**src/rtl/pixel_fb_writer.sv**
```systemverilog
// AXI-stream pixel sink: accepts one raster-order frame per frame_start and
// writes channel-truncated pixels into a single-port framebuffer, one cycle after acceptance.
module pixel_fb_writer #(
    parameter int H_RES  = 320,
    parameter int V_RES  = 240,
    parameter int CHAN_W = 4,
    parameter int ADDR_W = $clog2(H_RES*V_RES)
) (
    input  logic                       aclk,
    input  logic                       areset,
    input  logic                       frame_start,
    input  logic [23:0]                pixel_axis_tdata,
    input  logic                       pixel_axis_tvalid,
    output logic                       pixel_axis_tready,
    output logic [ADDR_W-1:0]          fb_addr,
    output logic [3*CHAN_W-1:0]        fb_data,
    output logic                       fb_we,
    output logic                       busy,
    output logic                       frame_done,
    output logic [$clog2(H_RES)-1:0]   cur_x,
    output logic [$clog2(V_RES)-1:0]   cur_y
);
    localparam int X_W = $clog2(H_RES);
    localparam int Y_W = $clog2(V_RES);

    localparam logic [1:0] IDLE   = 2'd0;
    localparam logic [1:0] ACTIVE = 2'd1;
    localparam logic [1:0] DONE   = 2'd2;

    localparam logic [X_W-1:0] X_LAST = X_W'(H_RES - 1);
    localparam logic [Y_W-1:0] Y_LAST = Y_W'(V_RES - 1);

    logic [1:0]            state_reg;
    logic [ADDR_W-1:0]     addr_reg;
    logic                  handshake;
    logic                  last_pix;
    logic [3*CHAN_W-1:0]   pix_trunc;
    logic                  unused_tdata;

    // Keep the top CHAN_W bits of each 8-bit channel; channel 0 is blue.
    for (genvar gi = 0; gi < 3; gi++) begin : g_chan
        assign pix_trunc[gi*CHAN_W +: CHAN_W] = pixel_axis_tdata[gi*8+7 -: CHAN_W];
    end
    assign unused_tdata = &{1'b0, pixel_axis_tdata};

    assign pixel_axis_tready = (state_reg == ACTIVE);
    assign busy              = (state_reg != IDLE);
    assign handshake         = pixel_axis_tvalid & pixel_axis_tready;
    assign last_pix          = (cur_x == X_LAST) && (cur_y == Y_LAST);

    always_ff @(posedge aclk or posedge areset) begin
        if (areset) begin
            state_reg  <= IDLE;
            addr_reg   <= '0;
            cur_x      <= '0;
            cur_y      <= '0;
            fb_we      <= 1'b0;
            fb_addr    <= '0;
            fb_data    <= '0;
            frame_done <= 1'b0;
        end else begin
            fb_we      <= handshake;
            frame_done <= handshake && last_pix;
            if (handshake) begin
                fb_addr <= addr_reg;
                fb_data <= pix_trunc;
            end
            case (state_reg)
                IDLE: begin
                    if (frame_start) begin
                        state_reg <= ACTIVE;
                        addr_reg  <= '0;
                        cur_x     <= '0;
                        cur_y     <= '0;
                    end
                end
                ACTIVE: begin
                    if (handshake) begin
                        // Counters return to the origin after the last pixel.
                        if (last_pix) begin
                            state_reg <= DONE;
                            addr_reg  <= '0;
                            cur_x     <= '0;
                            cur_y     <= '0;
                        end else if (cur_x == X_LAST) begin
                            addr_reg <= addr_reg + ADDR_W'(1);
                            cur_x    <= '0;
                            cur_y    <= cur_y + Y_W'(1);
                        end else begin
                            addr_reg <= addr_reg + ADDR_W'(1);
                            cur_x    <= cur_x + X_W'(1);
                        end
                    end
                end
                DONE:    state_reg <= IDLE;
                default: state_reg <= IDLE;
            endcase
        end
    end
endmodule

```
**config.mk**
```make
export PLATFORM = sky130hd
export DESIGN_NAME = pixel_fb_writer
export DESIGN_NICKNAME = d
export VERILOG_FILES = /design/src/rtl/pixel_fb_writer.sv
export SDC_FILE = /design/constraint.sdc
export NUM_CORES = 1
export LEC_CHECK = 0
export ABC_AREA = 0
export CAP_MARGIN = 20
export CORE_MARGIN = 2
export CORE_UTILIZATION = 50
export DETAILED_ROUTE_END_ITERATION = 8
export DONT_BUFFER_PORTS = 1
export PLACE_DENSITY_LB_ADDON = 0.08
export SLEW_MARGIN = 10
export SYNTH_ARGS = -nofsm -noshare
export SYNTH_HDL_FRONTEND = slang
export SYNTH_SLANG_ARGS = --single-unit
```
**constraint.sdc**
```tcl
create_clock -name aclk -period 5.48 [get_ports aclk]
set_input_delay 0.274 -clock aclk [delete_from_list [all_inputs] [get_ports aclk]]
set_output_delay 0.274 -clock aclk [all_outputs]
set_load 0.005 [all_outputs]
```
* Word level (Yosys, flattened, before mapping)
Index checks and enable logic that the tools add are counted.
Operators by class: mux-type cells 18, add/sub/neg operators 3, reduce and logical (&&, ||, !) cells 8, eq/ne operators 7, bitwise logic cells 1
Operators by type and width (number):
- two-way mux 17 bit | 3
- two-way mux 9 bit | 4
- case mux 17 bit (2 select lines) | 1
- two-way mux 8 bit | 4
- case mux 9 bit (2 select lines) | 1
- adder 17 x 1 -> 17 bit, second input constant | 1
- case mux 8 bit (2 select lines) | 1
- adder 9 x 1 -> 9 bit, second input constant | 1
- equality test 9 bit, second input constant | 1
- adder 8 x 1 -> 8 bit, second input constant | 1
- equality test 8 bit, second input constant | 1
- two-way mux 2 bit | 3
- AND reduction 3 bit | 2
- != test 2 x 1 -> 1 bit, second input constant | 2
- case mux 2 bit (2 select lines) | 1
- AND reduction 4 bit | 1
- nonzero test 2 bit | 2
- != test 3 x 1 -> 1 bit, second input constant | 1
- equality test 2 x 1 -> 1 bit, second input constant | 1
- logical AND 1 bit | 2
- logical NOT 2 bit | 1
- != test 2 bit, second input constant | 1
- bitwise AND 1 bit | 1
Storage, ports and cells: input bits 28, register bits after elaboration 67, logic and storage cells 45, output and inout port bits 50

* Logic depth before layout (Yosys ltp)
depth after elaboration 5, gate-level depth with buffers 7, mapped depth without buffers 6

* Worst setup path after synthesis
OpenSTA, ideal clock, no wires.
path kind register to register, start reg state_reg[0], end reg addr_reg[11], setup time 0.078 ns, data required time 5.402 ns, arrival time 1.798 ns, stages on the path, launching flop included 7, buffers on the path 2, clock period less this slack 1.876 ns, setup slack 3.604 ns, cell sequence dfrtp_1 -> mux2i_1 -> buf_6 -> or4_4 -> buf_2 -> or3_1 -> a21oi_1
On the way: longest elaborated chain between the ends 4, elaborated cells on any way between the ends 8, those cells by class eq/ne: 3; mux: 1; bitwise: 1; reduce/logical: 3
RTL lines:
- start: declaration | line 33 | logic [1:0] state_reg;
- start signal: assignment | line 53 | state_reg <= IDLE;
- start signal: assignment | line 71 | state_reg <= ACTIVE;
- start signal: assignment | line 81 | state_reg <= DONE;
- equality test 2 x 1 -> 1 bit | line 46, 68
- bitwise AND 1 bit | line 48 | assign handshake = pixel_axis_tvalid & pixel_axis_tready;
- != test 2 x 1 -> 1 bit (no source line)
- AND reduction 3 bit (no source line)
- end signal: assignment | line 86 | addr_reg <= addr_reg + ADDR_W'(1);
- end signal: assignment | line 90 | addr_reg <= addr_reg + ADDR_W'(1);
- end: declaration | line 34 | logic [ADDR_W-1:0] addr_reg;
Several ways; a longest one is shown, not always the timed one. A chain may end at the register's enable or synchronous reset.

* Final worst setup path
start reg state_reg[1], end reg cur_x[4]
On the way: longest elaborated chain between the ends 4, elaborated cells on any way between the ends 8, those cells by class eq/ne: 3; mux: 1; bitwise: 1; reduce/logical: 3
RTL lines:
- equality test 2 x 1 -> 1 bit * | line 46 | assign pixel_axis_tready = (state_reg == ACTIVE);
- net pixel_axis_tready | line 14 | output logic pixel_axis_tready,
- bitwise AND 1 bit | line 48
- != test 2 x 1 -> 1 bit (no source line)
- AND reduction 3 bit (no source line)
- end signal: assignment | line 91 | cur_x <= cur_x + X_W'(1);
- end: declaration | line 20 | output logic [$clog2(H_RES)-1:0] cur_x,
Mark *: on every way through the listed nets, which the timed path passes. The rest lies on a longest branch.

==> key figures <==
Placed design
  – Dpl ws: between 2 and 3 ns
  – IO buf count: 0
  – Dpl hpwl: just over 4000 um
  – RePlAce Congestion: around 0.76

Critical path
  – Crit path DAT: approximately 2.8 ns
  – Most frequent CP cell: inv_1
  – Crit path kind: flop to flop
  – Worst Path Required: about 5.7 ns
  – Max stage delay on crit path: about 0.75 ns
  – CP Cell Sequence: or2b_1 > inv_1 > nand2_1 > inv_1 > nand4_1 > o21ai_0
  – Startpoint types: flop
  – Worst flop-to-flop path startpoint: state_reg[1]$_DFFE_PP0P_
  – Crit end category: flop
  – Crit Path Max Fanout: 32
  – Critical path's top delay family: buffers and inverters
  – R2R depth: 6
  – Reg2reg end: cur_x[4]$_DFFE_PP0P_
  – FF-to-FF setup slack: ~2.9 ns
  – CP max stage cell: inv_1
  – Buf/Inv on CP: 2

Pwr
  – Maximum vdd ir drop: between 0.0002 and 0.00025 V
  – Static Leakage: roughly 1.5 nW
  – Design Power: around 1.2 mW
  – PwrDens: 373 nW/um^2

Final layout
  – Diodes inserted: 0
  – Area occupied by multi-input gates: around 1300 um^2
  – Final net count: between 300 and 400
  – Util after Layout: between 50 and 60%
  – Register area: between 1500 and 2000 um^2
  – Share of cells above drive strength 1: 6.51%
  – Fillers: about 550
  – Area grow syn2layout: 7.92%

Synthesis
  – Top-area cell type share of the netlist area: approximately 55%
  – Cell count after synthesis: around 340
  – Mapped cell area: between 3000 and 4000 um^2
  – Syn. warnings: 0
  – Cell taking the most area after synthesis: dfrtp_1
  – Avg Cell Area, Syn: around 9 um^2
  – Synthesized flop and latch total: 67
  – Post-synth ARST share: 100%
  – Top_reg_cell synth: dfrtp_1
  – EDFF count, synth: 0
  – Yosys cell types: 34
  – Most common cell in the netlist: nand2_1
  – Post-synth top cells: 100 x nand2_1, 67 x dfrtp_1, 20 x o21ai_0
  – Mapped Nets: approximately 370
  – Sequential share of the synthesized area: 55.0%
  – Synth area leaders: dfrtp_1 55%, nand2_1 12%, o21ai_0 3.3%

Drt
  – Drt drc: 0
  – Via/cell ratio: between 5 and 6
  – Vias: 2,354
  – Post-route ant nets: 0
  – Wire per inst: about 15 um
  – First-pass DRT Iterations: 4
  – DRT iter0 DRCs: approximately 110
  – Final WL: about 6400 um

Clocking
  – CTS H-tree depth: 3
  – Clock sink count: 67
  – Clk pin slew, worst setup/hold paths: ~0.070 ns
  – CTS tree: yes
  – Post-CTS Resized: 0
  – Cts hold-fix bufs: 0
  – Root cell of the clock tree: clkbuf_8
  – CTS buffer count: 9
  – Clk buf depth: 2
  – Setup bufs post-CTS: 0
  – Clock Latency Late Sink: roughly 0.34 ns

STA
  – Skew final: 0.0108 ns
  – Minimum clock period: roughly 2.6 ns
  – Least-Margin Pin Slew: approximately 1 ns
  – Max_slew headroom: about 32%
  – Final worst path period share: approximately 47%
  – Setup TNS: 0 ns
  – Setup ws final: approximately 2.9 ns
  – Fmax: around 390 MHz
  – Unrepaired setup endpoints after global routing: false
  – Hold WS: ~0.038 ns
  – Fin. max-slew vios: 0
  – Endpoints failing hold: 0
  – Final-report setup violation count: 0

Min path
  – HP Class: primary input to flop
  – Hold Crit Start: pixel_axis_tdata[4]
  – Hold path depth: 2
  – Hold EP: fb_data[0]$_DFFE_PP0P_

Global routing
  – First-pass GRT wire length: 10,500 um
  – Initial antenna violation count: 0
  – GRT Total Usage: about a fifth
  – Vias in the first global route: between 2,000 and 2,500
  – Overflow after GRT: 0
  – Largest net degree at the start of global routing: 68

Floorplan
  – Total core area: around 5900 um^2
  – Die Ht: between 80 and 90 um
  – Initial Utilization: 51.5%
  – Die W: 82.1 um
  – Row count: 28
  – Ports: between 70 and 80
  – DIE AREA: between 6000 and 7000 um^2

Flow run
  – # Max-Cap Violations: 0

Status
  – Status: finished clean
[metal layers]
layer | part of all wire (%) | global-route usage, % | up-vias
li1 | - | - | 1151
met2 | 47 | 32.6 | 58
met4 | 1.8 | 9.67 | 0
met3 | 5.2 | 5.76 | 9
met1 | 46 | 25.7 | 1136
met5 | 0 | 0 | -
[layout by cell type, fill, tap and decap left out, drive strengths merged]
master	count
o22ai	6
nand4b	1
a311oi	2
and4	4
and3	2
nand3	9
xor2	1
clkbuf	11
or3	7
and4b	1
mux2i	1
or4	7
a31oi	4
or2	2
buf	3
xnor2	6
clkinv	3
o31ai	9
inv	12
nand2b	6
nor4	5
o21ai	20
nand2	100
a32o	2
nand4	8
bufinv	1
ha	3
nor3	1
nor4bb	1
nor4b	1
clkinvlp	1
or2b	1
a21oi	16
dfrtp	67
nor2	14
[area by class of cell]
cell class | instances | area share (%)
Tap cell | 75 | 2.85
Clock buffer | 11 | 4.30
Timing Repair Buffer | 3 | 0.684
Sequential cell | 67 | 51.0
Inverter | 12 | 1.37
Multi-Input combinational cell | 240 | 38.3
Clock inverter | 5 | 1.60
[worst max path at each step]
stage                        startpoint  slack (ns)                       to  depth (start not counted)
2_1_floorplan                    areset        3.52  addr_reg[0]$_DFFE_PP0P_                          1
3_3_place_gp   state_reg[1]$_DFFE_PP0P_        2.94     cur_x[4]$_DFFE_PP0P_                          6
3_5_place_dp   state_reg[1]$_DFFE_PP0P_        2.87     cur_x[4]$_DFFE_PP0P_                          6
4_1_cts        state_reg[1]$_DFFE_PP0P_        2.88     cur_x[4]$_DFFE_PP0P_                          6
5_1_grt        state_reg[1]$_DFFE_PP0P_        2.62     cur_x[4]$_DFFE_PP0P_                          6
6_report       state_reg[1]$_DFFE_PP0P_        2.92     cur_x[4]$_DFFE_PP0P_                          6
[power breakdown]
group / switching, mW / internal (mW)
clock: 0.185 / 0.220
sequential: 0.0999 / 0.573
combinational: 0.0859 / 0.0645
total: 0.370 / 0.858
[cells by family (layout without fill, tap and decap cells)]
family / after synthesis / after routing / share of synthesized area [%]
adder cells (fa/ha/maj): 3 / 3 / 1.23
multiplexers: 1 / 1 / 0.328
XOR/XNOR: 7 / 7 / 2.01
buffers and inverters: 28 / 31 / 3.73
flip-flops: 67 / 67 / 55.0
AO/OA/AOI/OAI: 59 / 59 / 11.4
AND/OR/NAND/NOR: 170 / 170 / 26.3
[per-stage QoR]
| stage | area [um^2] | cells |
|---|---|---|
| after floorplan | 3050 | 335 |
| after global placement | 3100 | 397 |
| after detailed placement | 3100 | 397 |
| after CTS | 3290 | 413 |
| after global routing | 3290 | 413 |
| final | 3290 | 413 |
No activity file was read; power rests on OpenSTA's default activity.
